`config.mk`:
```
export PLATFORM = sky130hd
export DESIGN_NAME = mem_access_unit
export DESIGN_NICKNAME = d
export VERILOG_FILES = /design/src/rtl/rv32i_types.sv /design/src/rtl/load_align.sv /design/src/rtl/mem_access_unit.sv
export SDC_FILE = /design/constraint.sdc
export NUM_CORES = 1
export LEC_CHECK = 0
export ABC_AREA = 1
export BUFFER_PORTS_ARGS = -buffer_cell sky130_fd_sc_hd__buf_2
export CAP_MARGIN = 30
export CORE_ASPECT_RATIO = 0.9
export CORE_UTILIZATION = 32
export CTS_BUF_LIST = sky130_fd_sc_hd__clkbuf_16
export DETAILED_ROUTE_END_ITERATION = 6
export GPL_TIMING_DRIVEN = 0
export RECOVER_POWER = 100
export SYNTH_ARGS = -nofsm -noshare
export SYNTH_HDL_FRONTEND = slang
export SYNTH_HIERARCHICAL = 1
export SYNTH_SLANG_ARGS = --single-unit
```
`constraint.sdc`:
```
create_clock -name clk -period 1.64 [get_ports clk]
set_input_delay 0.082 -clock clk [delete_from_list [all_inputs] [get_ports clk]]
set_output_delay 0.082 -clock clk [all_outputs]
set_load 0.02 [all_outputs]
```
`src/rtl/rv32i_types.sv`:
```
// Shared RV32I types for the memory access unit: FSM states, load/store funct3
// encodings, lane masks and the alignment/legality helpers.
package rv32i_types;

    typedef enum logic [1:0] {
        IDLE   = 2'd0,
        ACCESS = 2'd1,
        RESP   = 2'd2
    } mau_state_t;

    typedef enum logic [2:0] {
        LD_B  = 3'b000,
        LD_H  = 3'b001,
        LD_W  = 3'b010,
        LD_BU = 3'b100,
        LD_HU = 3'b101
    } load_funct3_t;

    typedef enum logic [2:0] {
        ST_B = 3'b000,
        ST_H = 3'b001,
        ST_W = 3'b010
    } store_funct3_t;

    localparam logic [3:0] MASK_B = 4'b0001;
    localparam logic [3:0] MASK_H = 4'b0011;
    localparam logic [3:0] MASK_W = 4'b1111;

    function automatic logic access_legal(input logic write, input logic [2:0] funct3,
                                          input logic [1:0] off);
        logic ok;
        ok = 1'b0;
        if (write) begin
            case (funct3)
                ST_B:    ok = 1'b1;
                ST_H:    ok = ~off[0];
                ST_W:    ok = (off == 2'b00);
                default: ok = 1'b0;
            endcase
        end else begin
            case (funct3)
                LD_B, LD_BU: ok = 1'b1;
                LD_H, LD_HU: ok = ~off[0];
                LD_W:        ok = (off == 2'b00);
                default:     ok = 1'b0;
            endcase
        end
        return ok;
    endfunction

    // Loads always fetch the whole word; the byte/half is picked out on return.
    function automatic logic [3:0] lane_mask(input logic write, input logic [2:0] funct3,
                                             input logic [1:0] off);
        logic [3:0] m;
        m = MASK_W;
        if (write) begin
            case (funct3)
                ST_B:    m = MASK_B << off;
                ST_H:    m = MASK_H << off;
                default: m = MASK_W;
            endcase
        end
        return m;
    endfunction

endpackage

```
`src/rtl/load_align.sv`:
```
// Combinational load data alignment: shifts the addressed lane down to bit 0
// and applies sign or zero extension according to the load funct3.
module load_align
    import rv32i_types::*;
(
    input  logic [2:0]  funct3_i,
    input  logic [1:0]  off_i,
    input  logic [31:0] rdata_i,
    output logic [31:0] data_o
);

    logic [31:0] shifted;

    assign shifted = rdata_i >> {off_i, 3'b000};

    always_comb begin
        data_o = shifted;
        case (funct3_i)
            LD_B:    data_o = {{24{shifted[7]}}, shifted[7:0]};
            LD_BU:   data_o = {24'h0, shifted[7:0]};
            LD_H:    data_o = {{16{shifted[15]}}, shifted[15:0]};
            LD_HU:   data_o = {16'h0, shifted[15:0]};
            default: data_o = shifted;
        endcase
    end

endmodule

```
`src/rtl/mem_access_unit.sv`:
```
// Load/store unit between the multicycle datapath and the unified memory port:
// issues aligned word accesses, waits on mem_resp, returns extended load data.
module mem_access_unit
    import rv32i_types::*;
#(
    parameter int MAX_WAIT = 1024
) (
    input  logic        clk,
    input  logic        rst,
    input  logic        req_valid,
    output logic        req_ready,
    input  logic        req_write,
    input  logic [2:0]  req_funct3,
    input  logic [31:0] req_addr,
    input  logic [31:0] req_wdata,
    output logic        resp_valid,
    output logic        resp_err,
    output logic [31:0] resp_rdata,
    output logic        mem_read,
    output logic        mem_write,
    output logic [31:0] mem_address,
    output logic [31:0] mem_wdata,
    output logic [3:0]  mem_byte_enable,
    input  logic [31:0] mem_rdata,
    input  logic        mem_resp,
    output mau_state_t  dbg_state
);

    localparam int CW = (MAX_WAIT > 2) ? $clog2(MAX_WAIT) : 1;
    localparam logic [CW-1:0] LAST_CNT = CW'((MAX_WAIT > 0) ? MAX_WAIT - 1 : 0);

    // Handshake: a request is taken on any rising edge where req_valid & req_ready;
    // the unit then answers with exactly one resp_valid pulse before taking another.

    mau_state_t    state_q;
    logic [CW-1:0] cnt_q;
    logic [CW-1:0] cnt_d;
    logic [2:0]    funct3_q;
    logic [1:0]    off_q;
    logic          write_q;
    logic          mem_read_q;
    logic          mem_write_q;
    logic [31:0]   mem_address_q;
    logic [31:0]   mem_wdata_q;
    logic [3:0]    mem_be_q;
    logic          resp_valid_q;
    logic          resp_err_q;
    logic [31:0]   resp_rdata_q;

    logic          legal;
    logic          timeout;
    logic [31:0]   load_data;

    assign legal   = access_legal(req_write, req_funct3, req_addr[1:0]);
    assign timeout = (MAX_WAIT != 0) && (cnt_q == LAST_CNT);
    assign cnt_d   = cnt_q + 1'b1;

    load_align u_load_align (
        .funct3_i (funct3_q),
        .off_i    (off_q),
        .rdata_i  (mem_rdata),
        .data_o   (load_data)
    );

    always_ff @(posedge clk or negedge rst) begin
        if (!rst) begin
            state_q       <= IDLE;
            cnt_q         <= '0;
            funct3_q      <= 3'b000;
            off_q         <= 2'b00;
            write_q       <= 1'b0;
            mem_read_q    <= 1'b0;
            mem_write_q   <= 1'b0;
            mem_address_q <= 32'h0;
            mem_wdata_q   <= 32'h0;
            mem_be_q      <= 4'h0;
            resp_valid_q  <= 1'b0;
            resp_err_q    <= 1'b0;
            resp_rdata_q  <= 32'h0;
        end else begin
            case (state_q)
                IDLE: begin
                    resp_valid_q <= 1'b0;
                    resp_err_q   <= 1'b0;
                    if (req_valid) begin
                        write_q  <= req_write;
                        funct3_q <= req_funct3;
                        off_q    <= req_addr[1:0];
                        cnt_q    <= '0;
                        if (legal) begin
                            state_q       <= ACCESS;
                            mem_address_q <= {req_addr[31:2], 2'b00};
                            mem_be_q      <= lane_mask(req_write, req_funct3, req_addr[1:0]);
                            mem_wdata_q   <= req_wdata << {req_addr[1:0], 3'b000};
                            mem_read_q    <= ~req_write;
                            mem_write_q   <= req_write;
                        end else begin
                            // Illegal requests never touch memory; answer straight away.
                            state_q      <= RESP;
                            resp_valid_q <= 1'b1;
                            resp_err_q   <= 1'b1;
                        end
                    end
                end
                ACCESS: begin
                    if (mem_resp) begin
                        state_q      <= RESP;
                        mem_read_q   <= 1'b0;
                        mem_write_q  <= 1'b0;
                        resp_valid_q <= 1'b1;
                        resp_err_q   <= 1'b0;
                        if (!write_q) begin
                            resp_rdata_q <= load_data;
                        end
                    end else if (timeout) begin
                        state_q      <= RESP;
                        mem_read_q   <= 1'b0;
                        mem_write_q  <= 1'b0;
                        resp_valid_q <= 1'b1;
                        resp_err_q   <= 1'b1;
                    end else begin
                        cnt_q <= cnt_d;
                    end
                end
                RESP: begin
                    state_q      <= IDLE;
                    resp_valid_q <= 1'b0;
                    resp_err_q   <= 1'b0;
                end
                default: begin
                    state_q     <= IDLE;
                    mem_read_q  <= 1'b0;
                    mem_write_q <= 1'b0;
                end
            endcase
        end
    end

    assign req_ready       = (state_q == IDLE);
    assign resp_valid      = resp_valid_q;
    assign resp_err        = resp_err_q;
    assign resp_rdata      = resp_rdata_q;
    assign mem_read        = mem_read_q;
    assign mem_write       = mem_write_q;
    assign mem_address     = mem_address_q;
    assign mem_wdata       = mem_wdata_q;
    assign mem_byte_enable = mem_be_q;
    assign dbg_state       = state_q;

endmodule

```
==> metrics.cfg, run 1 <==
[route]
top_layer_used=met4
wl_met1_um=9087
viasPerCell=4.654
first_pass_iters=5
dr_wl_met3_um=1164
route.met2.wl_um=9104
route.final.wire_length_um=19740
drt_iter0_drc=406
vias=6129
antenna_left=0
route.detailed.drc=0
routedWlPerCell_um=14.99

[power]
irDropWorstVdd_uv=823.5
p_leak_uw=0.004483
power.total_uw=15870
p_per_area_mw_per_mm2=1803

[placed_design]
dp.final_hpwl_um=14120
gp_congestion=0.8804
io_buffers=207

[clock_tree]
cts.htree.levels=4
cts_buffers=17
cts.clk_slew.worst_paths_ps=50
clockBufferDepth=2
clock_latency_ps=410
root_buffer=clkbuf_16
cts_tree=yes
cts_sinks=120

[worst_setup_path]
crit_type=reg -> reg
cp-end-kind=register
crit_fanout=11
cp_data_required_time_ps=1930
arrival_ps=1880
start_kind=register

[yosys]
synthesis.instances=775
synth.largest_area_cell=dfrtp_1
ys_top_cells_by_area=dfrtp_1, nand2_1, mux2_2
seq_area_frac_synth_pct=48.36
synth_top_area_share_pct=48.36
synth_edf_count=0
netlist_area_mm2=0.006210
synth_seq_cells=120
ys.flop_type=dfrtp_1
yosysWarnings=6
yosysUniqueCellTypes=31
async_reset_ff_share_pct=100.0
syn_avg_cell_area_um2=8.013

[final_layout]
multi_input_area_mm2=0.002892
fill_cells=1894
drive_gt1_share_pct=24.53
nets=1168
num_antenna_cells=0
final-seq-area_mm2=0.003007
area_growth_pct=41.81

[timing]
worst_pin_slew_ps=1030
fmax_ghz=0.6260
drv_slew=0
layout_min_cycle_time_ps=1598
clock_skew_ps=9.434
finalCritPeriodShare_pct=97.41
slew_headroom_pct=31.32
setup_viol=0
fin_tns_setup_ps=0
rsz0062_at_grt=true
hold_violations=0

[grt]
overflow=0
antenna_found_initial=0
gr-usage-all-layers_pct=19.98
grt_max_degree=83
grt_pass1_vias=5951
grt_pass1_wl_um=30860

[outcome]
status=finished, final reports clean

[floorplan]
die_w_um=148.8
num_rows=47
chipHeight_um=134.2
die_area_mm2=0.01997
core_mm2=0.01870
start_util_pct=33.21
ios=211

[job]
cap_violations=0

[hold_path]
min_path_type=in -> reg

[sequential cells by signal, indices dropped and copies added (netlist names), 2 cells and up]
name and cells:
cnt_q 10, mem_address 30, resp_rdata 32, funct3_q 3, dbg_state 2, mem_wdata 32, mem_byte_enable 4, off_q 2
[final timing paths]
| kind | start | end | slack (ps) | depth (start not counted) |
|---|---|---|---|---|
| setup / recovery | off_q[0]$_DFFE_PN0P_ | resp_rdata[14]$_DFFE_PN0P_ | 40 | 8 |
| max in group asynchronous | rst | mem_wdata[10]$_DFFE_PN0P_ | 290 | 3 |
| min in group asynchronous | rst | resp_rdata[6]$_DFFE_PN0P_ | 380 | 2 |
| setup reg to reg | off_q[0]$_DFFE_PN0P_ | resp_rdata[14]$_DFFE_PN0P_ | 40 | 8 |
| hold / removal | req_funct3[1] | funct3_q[1]$_DFFE_PN0P_ | 30 | 3 |
| hold reg to reg | mem_address[20]$_DFFE_PN0P_ | mem_address[20]$_DFFE_PN0P_ | 470 | 2 |
[critical path: stages, from the launching register on]
cell     delay, ps
dfrtp_1        390
buf_6          140
inv_4           60
buf_12         130
buf_8          110
o21ai_0         90
o21ai_1        190
nand2_2         90
mux2_2         260
[area by class of cell]
| class | count | area share, % |
|---|---|---|
| timing repair buffer | 265 | 16.82 |
| clock inverter | 15 | 2.074 |
| inverter | 44 | 1.961 |
| tap | 245 | 3.481 |
| multi-input combinational | 568 | 32.84 |
| clock buffer | 17 | 4.831 |
| sequential | 120 | 34.14 |
| buffer | 43 | 3.851 |
[cell usage in the layout, fill, tap and decap left out, types with 7 or more instances in the layout]
cell type	netlist	layout
a211oi_1	8	8
a21oi_1	30	30
buf_2	19	113
buf_4	7	21
buf_6	9	11
clkbuf_1	9	108
clkbuf_16	0	18
clkbuf_2	0	7
dfrtp_1	120	117
dlygate4sd3_1	0	38
inv_1	40	37
mux2_2	34	33
nand2_1	300	297
nand3_1	37	32
nand3_2	5	7
nor2_1	50	48
o21ai_0	62	59
o21ai_1	13	16
[cell usage after synthesis, types with 2 or more instances]
master    instances
clkbuf_1          9
inv_1            40
ha_1              5
nand3b_1          3
dfrtp_1         120
nand3_1          37
buf_2            19
o21ai_0          62
nor2_4            2
a21oi_1          30
nand2_1         300
nand4_1           2
nand2_2           5
o21bai_1          3
mux2_2           34
nand3_2           5
a211oi_1          8
o21ai_1          13
buf_4             7
nor2_1           50
inv_2             3
buf_6             9
[per-layer routing]
layer | GRT usage, % | up-vias
li1 | - | 3052
met4 | 7.370 | 0
met3 | 4.354 | 29
met1 | 26.72 | 2826
met5 | 0 | -
met2 | 31.67 | 222
[where the power goes]
group / internal (uW) / leakage, uW / total (uW) / switching, uW
Clock: 2520 / 0.000291 / 3870 / 1350
Sequential: 4200 / 0.00154 / 4950 / 745
Combinational: 2490 / 0.00266 / 7060 / 4560
Total: 9210 / 0.00448 / 15900 / 6660
[per-stage QoR]
| step | area (um^2) | cells | setup slack, ps | hold slack [ps] | utilization (%) |
|---|---|---|---|---|---|
| 3_3_place_gp | 7561 | 1228 | -1382 | 283.5 | 40.43 |
| 2_1_floorplan | 6218 | 776 | -27.17 | -213.6 | - |
| 6_report | 8806 | 1317 | 42.47 | 28.26 | 47.09 |
| 4_1_cts | 8731 | 1309 | 10.51 | 7.793 | 46.69 |
| 5_1_grt | 8806 | 1317 | -22.93 | 56.22 | 47.09 |
| 3_5_place_dp | 7595 | 1229 | -319.1 | 15.76 | 40.61 |
[cells by family after synthesis]
kind of cell	Yosys count	synth area share (%)
XOR/XNOR	2	0.2821
multiplexers	34	6.166
buffers and inverters	88	7.254
AND/OR/NAND/NOR	408	26.96
other	1	0.06039
adder cells (fa/ha/maj)	5	1.007
flip-flops	120	48.36
AO/OA/AOI/OAI	117	9.913
[repair_timing]
item / CTS / global route
hold buffers: 38 / 0
setup buffers: 8 / 7
cloned: 2 / 2
resized for setup: 27 / 37
setup endpoints to repair: 110 / 104
hold endpoints to repair: 76 / 0
pin swaps: 3 / 6
Power figures use the tool's default switching activity.
==> inputs of run 2 (changes only) <==
ABC_AREA = unset   (was 1)
==> metrics.cfg, run 2 <==
[outcome]
status=finished with violations
violations=negative setup slack

[hold_path]
min_path_type=in -> reg
holdPathStages=3  ; unchanged

[final_layout]
final-seq-area_mm2=0.003008  ; about the same
area_growth_pct=59.61
final_common_cell=dfrtp_1
mostFrequentLayoutCells=dfrtp_1, clkbuf_1, buf_2
fill_cells=1668  ; -12%
multi_input_area_mm2=0.003427  ; +19%
drive_gt1_share_pct=42.32  ; +18 points
num_antenna_cells=0  ; unchanged
final_core_util_pct=52.06  ; +5.0 points
nets=969  ; -17%

[grt]
grt_pass1_wl_um=30010  ; -2.7%
overflow=0  ; unchanged
antenna_found_initial=0  ; unchanged
gr-usage-all-layers_pct=19.84  ; -0.14 points
grt_pass1_vias=5591  ; -6.0%
grt_max_degree=62  ; -25%

[clock_tree]
root_buffer=clkbuf_16
cts.clk_slew.worst_paths_ps=60  ; about the same
cts_tree=yes
clockBufferDepth=2  ; unchanged
cts.htree.levels=4  ; unchanged
clock_latency_ps=410  ; about the same
cts_sinks=120  ; unchanged
cts_buffers=17  ; unchanged

[yosys]
synthXorXnorAreaFrac_pct=0.8781  ; +0.60 points
yosysWarnings=6  ; unchanged
yosysMostFrequentCell=dfrtp_1
ys.flop_type=dfrtp_1
synthAdderAreaFrac_pct=1.045  ; +0.038 points
synthSimpleGateAreaFrac_pct=11.92  ; -15 points
synthMuxAreaShare_pct=20.32  ; +14 points
synth_top_family_by_area=multiplexers
async_reset_ff_share_pct=100.0  ; unchanged
yosysUniqueCellTypes=51  ; +65%
synth.largest_area_cell=dfrtp_1
seq_area_frac_synth_pct=50.18  ; +1.8 points
syn_avg_cell_area_um2=10.98  ; +37%
synth_seq_cells=120  ; unchanged
synth_compound_area_share_pct=12.06  ; +2.2 points
netlist_area_mm2=0.005984  ; -3.6%
synth_commonest_cells=dfrtp_1, mux2_2, nand2_1
synthesis.instances=545  ; -30%
synth_top_area_share_pct=50.18  ; +1.8 points
ys_top_cells_by_area=dfrtp_1, mux2_2, mux2i_1
synth_edf_count=0  ; unchanged

[route]
first_pass_iters=5  ; unchanged
viasPerCell=4.915  ; +5.6%
routedWlPerCell_um=17.10  ; +14%
route.final.wire_length_um=19100  ; -3.2%
drt_iter0_drc=268  ; -34%
route.detailed.drc=0  ; unchanged
antenna_left=0  ; unchanged
vias=5490  ; -10%

[worst_setup_path]
cp-end-kind=register
crit_fanout=6  ; -5
cp_data_required_time_ps=1940  ; about the same
worst-r2r-setup-slack_ps=-200  ; -240 ps
start_kind=register
r2r_cells=9  ; +1
crit_type=reg -> reg
arrival_ps=2140  ; +260 ps

[timing]
setup_viol=47  ; +47
whs_ps=12.61  ; -15.64 ps
fmax_ghz=0.5429  ; -13%
layout_min_cycle_time_ps=1842  ; +244.3 ps
hold_violations=0  ; unchanged
slew_headroom_pct=41.49  ; +10 points
clock_skew_ps=8.124  ; -1.310 ps
drv_slew=0  ; unchanged
finalCritPeriodShare_pct=112.3  ; +15 points
worst_pin_slew_ps=877.7  ; -152.5 ps
rsz0062_at_grt=true
final.setup.worst_slack_ps=-201.9  ; -244.3 ps

[placed_design]
io_buffers=207  ; unchanged
dp.final_hpwl_um=12580  ; -11%
gp_congestion=0.8693  ; -1.3%
pre_cts_slack_ps=-364.6  ; -45.43 ps

[floorplan]
core_mm2=0.01835  ; -1.9%
num_rows=47  ; unchanged
die_area_mm2=0.01925  ; -3.6%
die_w_um=146.2  ; -1.8%
start_util_pct=32.62  ; -0.59 points
chipHeight_um=131.7  ; -1.8%
ios=211  ; unchanged

[power]
power.total_uw=17060  ; +7.5%
power.share.switching_pct=39.81  ; -2.2 points
seqPwrFrac_pct=29.5  ; -1.7 points
clockPowerShare_pct=21.5  ; -2.9 points
irDropWorstVdd_uv=848.4  ; +3.0%
p_comb_share_pct=49.0  ; +4.6 points
power.net_switching_uw=6791  ; +1.9%
power.internal_uw=10270  ; +11%
p_leak_uw=0.004311  ; -3.8%
p_per_area_mw_per_mm2=1786  ; -0.93%

[job]
cap_violations=0  ; unchanged

==> run 2: cell count changes after synthesis, moves of 20 or more <==
cell and delta:
inv_1 -35, mux2_2 +38, nand3_1 -33, nor2b_1 +20
o21ai_0 -33, nand2_1 -236, mux2i_1 +36
==> run 2: timing repair <==
action	4_1_cts	5_1_grt
cloned	2	5
endpoints found under the hold margin	106	0
setup endpoints to repair	110	110
resized for setup	95	103
pin swaps	11	31
hold buffers	47	0
buffers inserted	27	13
==> run 2: critical path, cell delays in order, from the launching register on <==
cell	delay, ps
dfrtp_1	380
buf_6	170
buf_12	110
mux2i_4	240
nand3b_1	110
o211ai_2	100
buf_6	170
clkbuf_16	140
o21ai_2	40
mux2_2	260
==> run 2: final timing paths <==
kind,end,start
min in group asynchronous,mem_address[27]$_DFFE_PN0P_,rst
hold / removal,mem_write$_DFFE_PN0P_,req_write
setup / recovery,resp_rdata[17]$_DFFE_PN0P_,off_q[0]$_DFFE_PN0P_
hold reg to reg,off_q[1]$_DFFE_PN0P_,off_q[1]$_DFFE_PN0P_
setup reg to reg,resp_rdata[17]$_DFFE_PN0P_,off_q[0]$_DFFE_PN0P_
max in group asynchronous,mem_wdata[15]$_DFFE_PN0P_,rst
==> run 2: stage by stage <==
| step | TNS (ps) | cell area (um^2) | std cells |
|---|---|---|---|
| after global routing | -12180 | 9552 | 1117 |
| after detailed placement | -20560 | 7448 | 999 |
| after CTS | -5614 | 9102 | 1105 |
| final | -4951 | 9552 | 1117 |
| after global placement | -161710 | 7415 | 998 |
| after floorplan | -2197 | 6072 | 546 |
==> run 2: logic make-up after synthesis <==
group	Yosys count
other	1
flip-flops	120
multiplexers	111
AO/OA/AOI/OAI	110
adder cells (fa/ha/maj)	5
XOR/XNOR	6
buffers and inverters	40
AND/OR/NAND/NOR	152
==> run 2: layout make-up <==
| class | instances | share of cell area [%] |
|---|---|---|
| multi-input combinational | 386 | 35.88 |
| sequential | 120 | 31.49 |
| timing repair buffer | 298 | 19.57 |
| clock buffer | 17 | 4.454 |
| buffer | 32 | 3.668 |
| tap | 245 | 3.209 |
| clock inverter | 14 | 1.506 |
| inverter | 5 | 0.2227 |
==> run 2: metal layers <==
metal  global-route usage, %  vias up  wire [um]
li1                        -     2567          -
met1                   26.53     2683       8570
met2                   30.90      219       8937
met3                   5.813       21       1352
met4                   6.308        0        236
met5                       0        -          0
==> run 2: power by group through the flow <==
| stage | sequential (uW) | clock (uW) | combinational (uW) |
|---|---|---|---|
| after global placement | 4920 | 0 | 6570 |
| after CTS | 4910 | 3730 | 7780 |
| after detailed placement | 4940 | 0 | 6640 |
| final | 5030 | 3670 | 8360 |
| after floorplan | 6330 | 0 | 2970 |
| after global routing | 5180 | 3870 | 8940 |
==> inputs of run 3 (changes only) <==
REMOVE_ABC_BUFFERS = 1   (was unset)
==> metrics.cfg, run 3 (synthesized netlist as in run 2, its figures left out) <==
[hold_path]
min_path_type=in -> reg

[timing]
drv_slew=0  ; unchanged
finalCritPeriodShare_pct=110.9  ; -1.4 points
fmax_ghz=0.5496  ; +1.2%
worst_pin_slew_ps=1050  ; +172.3 ps
fin_tns_setup_ps=-6357  ; -1407 ps
rsz0062_at_grt=true
final.setup.worst_slack_ps=-179.6  ; +22.30 ps
layout_min_cycle_time_ps=1820  ; -22.30 ps
whs_ps=24.40  ; +11.79 ps
slew_headroom_pct=30.00  ; -11 points
clock_skew_ps=8.220  ; +0.09642 ps
setup_viol=70  ; +49%
hold_violations=0  ; unchanged

[clock_tree]
clockBufferDepth=2  ; unchanged
root_buffer=clkbuf_16
clock_latency_ps=410  ; about the same
cts.clk_slew.worst_paths_ps=60  ; about the same
cts.htree.levels=4  ; unchanged
cts_buffers=17  ; unchanged
cts_sinks=120  ; unchanged
cts_tree=yes

[route]
viasPerCell=4.840  ; -1.5%
first_pass_iters=5  ; unchanged
routedWlPerCell_um=16.73  ; -2.2%
antenna_left=0  ; unchanged
drt_iter0_drc=175  ; -35%
vias=5305  ; -3.4%
route.final.wire_length_um=18340  ; -4.0%
route.detailed.drc=0  ; unchanged

[worst_setup_path]
start_kind=register
crit_family=multiplexers
crit_buf_inv=2  ; -2
crit_path_max_incr_delay_ps=500  ; +120 ps
crit_type=reg -> reg
crit_fanout=8  ; +2
cp-end-kind=register
crit_chain=buf_16 -> mux2i_4 -> mux2i_2 -> o211ai_4 -> buf_8 -> o21ai_1 -> mux2_4
arrival_ps=2110  ; -30 ps
cp_slowest_cell=dfrtp_4
cp_data_required_time_ps=1930  ; about the same

[power]
p_leak_uw=0.004376  ; +1.5%
irDropWorstVdd_uv=835.9  ; -1.5%
power.total_uw=17280  ; +1.3%
p_per_area_mw_per_mm2=1832  ; +2.6%

[grt]
grt_pass1_vias=5369  ; -4.0%
gr-usage-all-layers_pct=17.90  ; -1.9 points
grt_max_degree=82  ; +32%
grt_pass1_wl_um=27500  ; -8.3%
overflow=0  ; unchanged
antenna_found_initial=1  ; +1

[placed_design]
gp_congestion=0.7583  ; -13%
io_buffers=208  ; +0.48%
dp.final_hpwl_um=10550  ; -16%

[job]
cap_violations=0  ; unchanged

[floorplan]
chipHeight_um=131.7  ; unchanged
core_mm2=0.01835  ; unchanged
start_util_pct=32.62  ; unchanged
ios=211  ; unchanged
num_rows=47  ; unchanged
die_area_mm2=0.01925  ; unchanged
die_w_um=146.2  ; unchanged

[final_layout]
final_common_cell=dfrtp_1
final_core_util_pct=51.42  ; -0.64 points
nets=946  ; -2.4%
mostFrequentLayoutCells=dfrtp_1, clkbuf_1, buf_2
drive_gt1_share_pct=39.65  ; -2.7 points
area_growth_pct=57.64

[outcome]
status=finished with violations
violations=negative setup slack

run 3: cell count changes in the layout (fill, tap and decap cells not counted), sizes merged:
cell          previous run  this run
buf                    161       147
bufbuf                   0         1
bufinv                   3         6
clkbuf                 139       127
clkinv                   6         2
clkinvlp                 2         4
diode                    0         1
dlygate4sd3             47        46
dlymetal6s4s             0         1
nand3                    5         7
run 3: metrics by stage:
step,std cells,setup slack (ps),instance area (um^2)
after floorplan,511,-1304,5796
after global placement,964,-2163,7143
after detailed placement,971,-1046,7317
after CTS,1083,-196.2,9020
after global routing,1095,-240.3,9432
final,1096,-179.6,9434
run 3: repair_timing:
action                                  4_1_cts  5_1_grt
endpoints found under the hold margin        85        0
buffers inserted                             30        9
pin swaps                                    12       21
hold buffers                                 47        0
resized for setup                            58       97
endpoints found under the setup margin      119       92
gates cloned                                  3        7
run 3: report_power, final:
part / switching [uW] / internal (uW)
combinational: 4490 / 3520
clock: 1420 / 2860
sequential: 775 / 4220
run 3: worst paths after layout:
check | startpoint | endpoint | slack [ps] | depth (start not counted)
max | off_q[0]$_DFFE_PN0P_ | resp_rdata[21]$_DFFE_PN0P_ | -180 | 7
min | req_wdata[10] | mem_wdata[18]$_DFFE_PN0P_ | 20 | 3
max reg2reg | off_q[0]$_DFFE_PN0P_ | resp_rdata[21]$_DFFE_PN0P_ | -180 | 7
min reg2reg | mem_wdata[12]$_DFFE_PN0P_ | mem_wdata[12]$_DFFE_PN0P_ | 470 | 2
max in group asynchronous | rst | off_q[0]$_DFFE_PN0P_ | 200 | 3
min in group asynchronous | rst | mem_wdata[23]$_DFFE_PN0P_ | 380 | 2
run 3: per-layer routing:
layer | part of all wire [%] | wire [um] | up-vias | GRT usage, %
li1 | - | - | 2526 | -
met1 | 42 | 7770 | 2589 | 22.03
met2 | 50 | 9243 | 171 | 30.42
met3 | 5.9 | 1074 | 19 | 5.398
met4 | 1.3 | 247 | 0 | 4.861
met5 | 0 | 0 | - | 0
run 3: final cells by class:
cell class                 count  area [um^2]
antenna                        1        2.502
clock buffer                  17        425.4
clock inverter                15        249.0
fill                        1666         8914
inverter                       5        18.77
multi-input combinational    388         3334
sequential                   120         3008
tap                          245        306.5
timing repair buffer         305         2090
run 3: worst reg2reg max path, cell delays in order (launching register included):
cell and delay, ps:
dfrtp_4 500, buf_16 160, mux2i_4 190, mux2i_2 120, o211ai_4 210, buf_8 180, o21ai_1 80, mux2_4 270
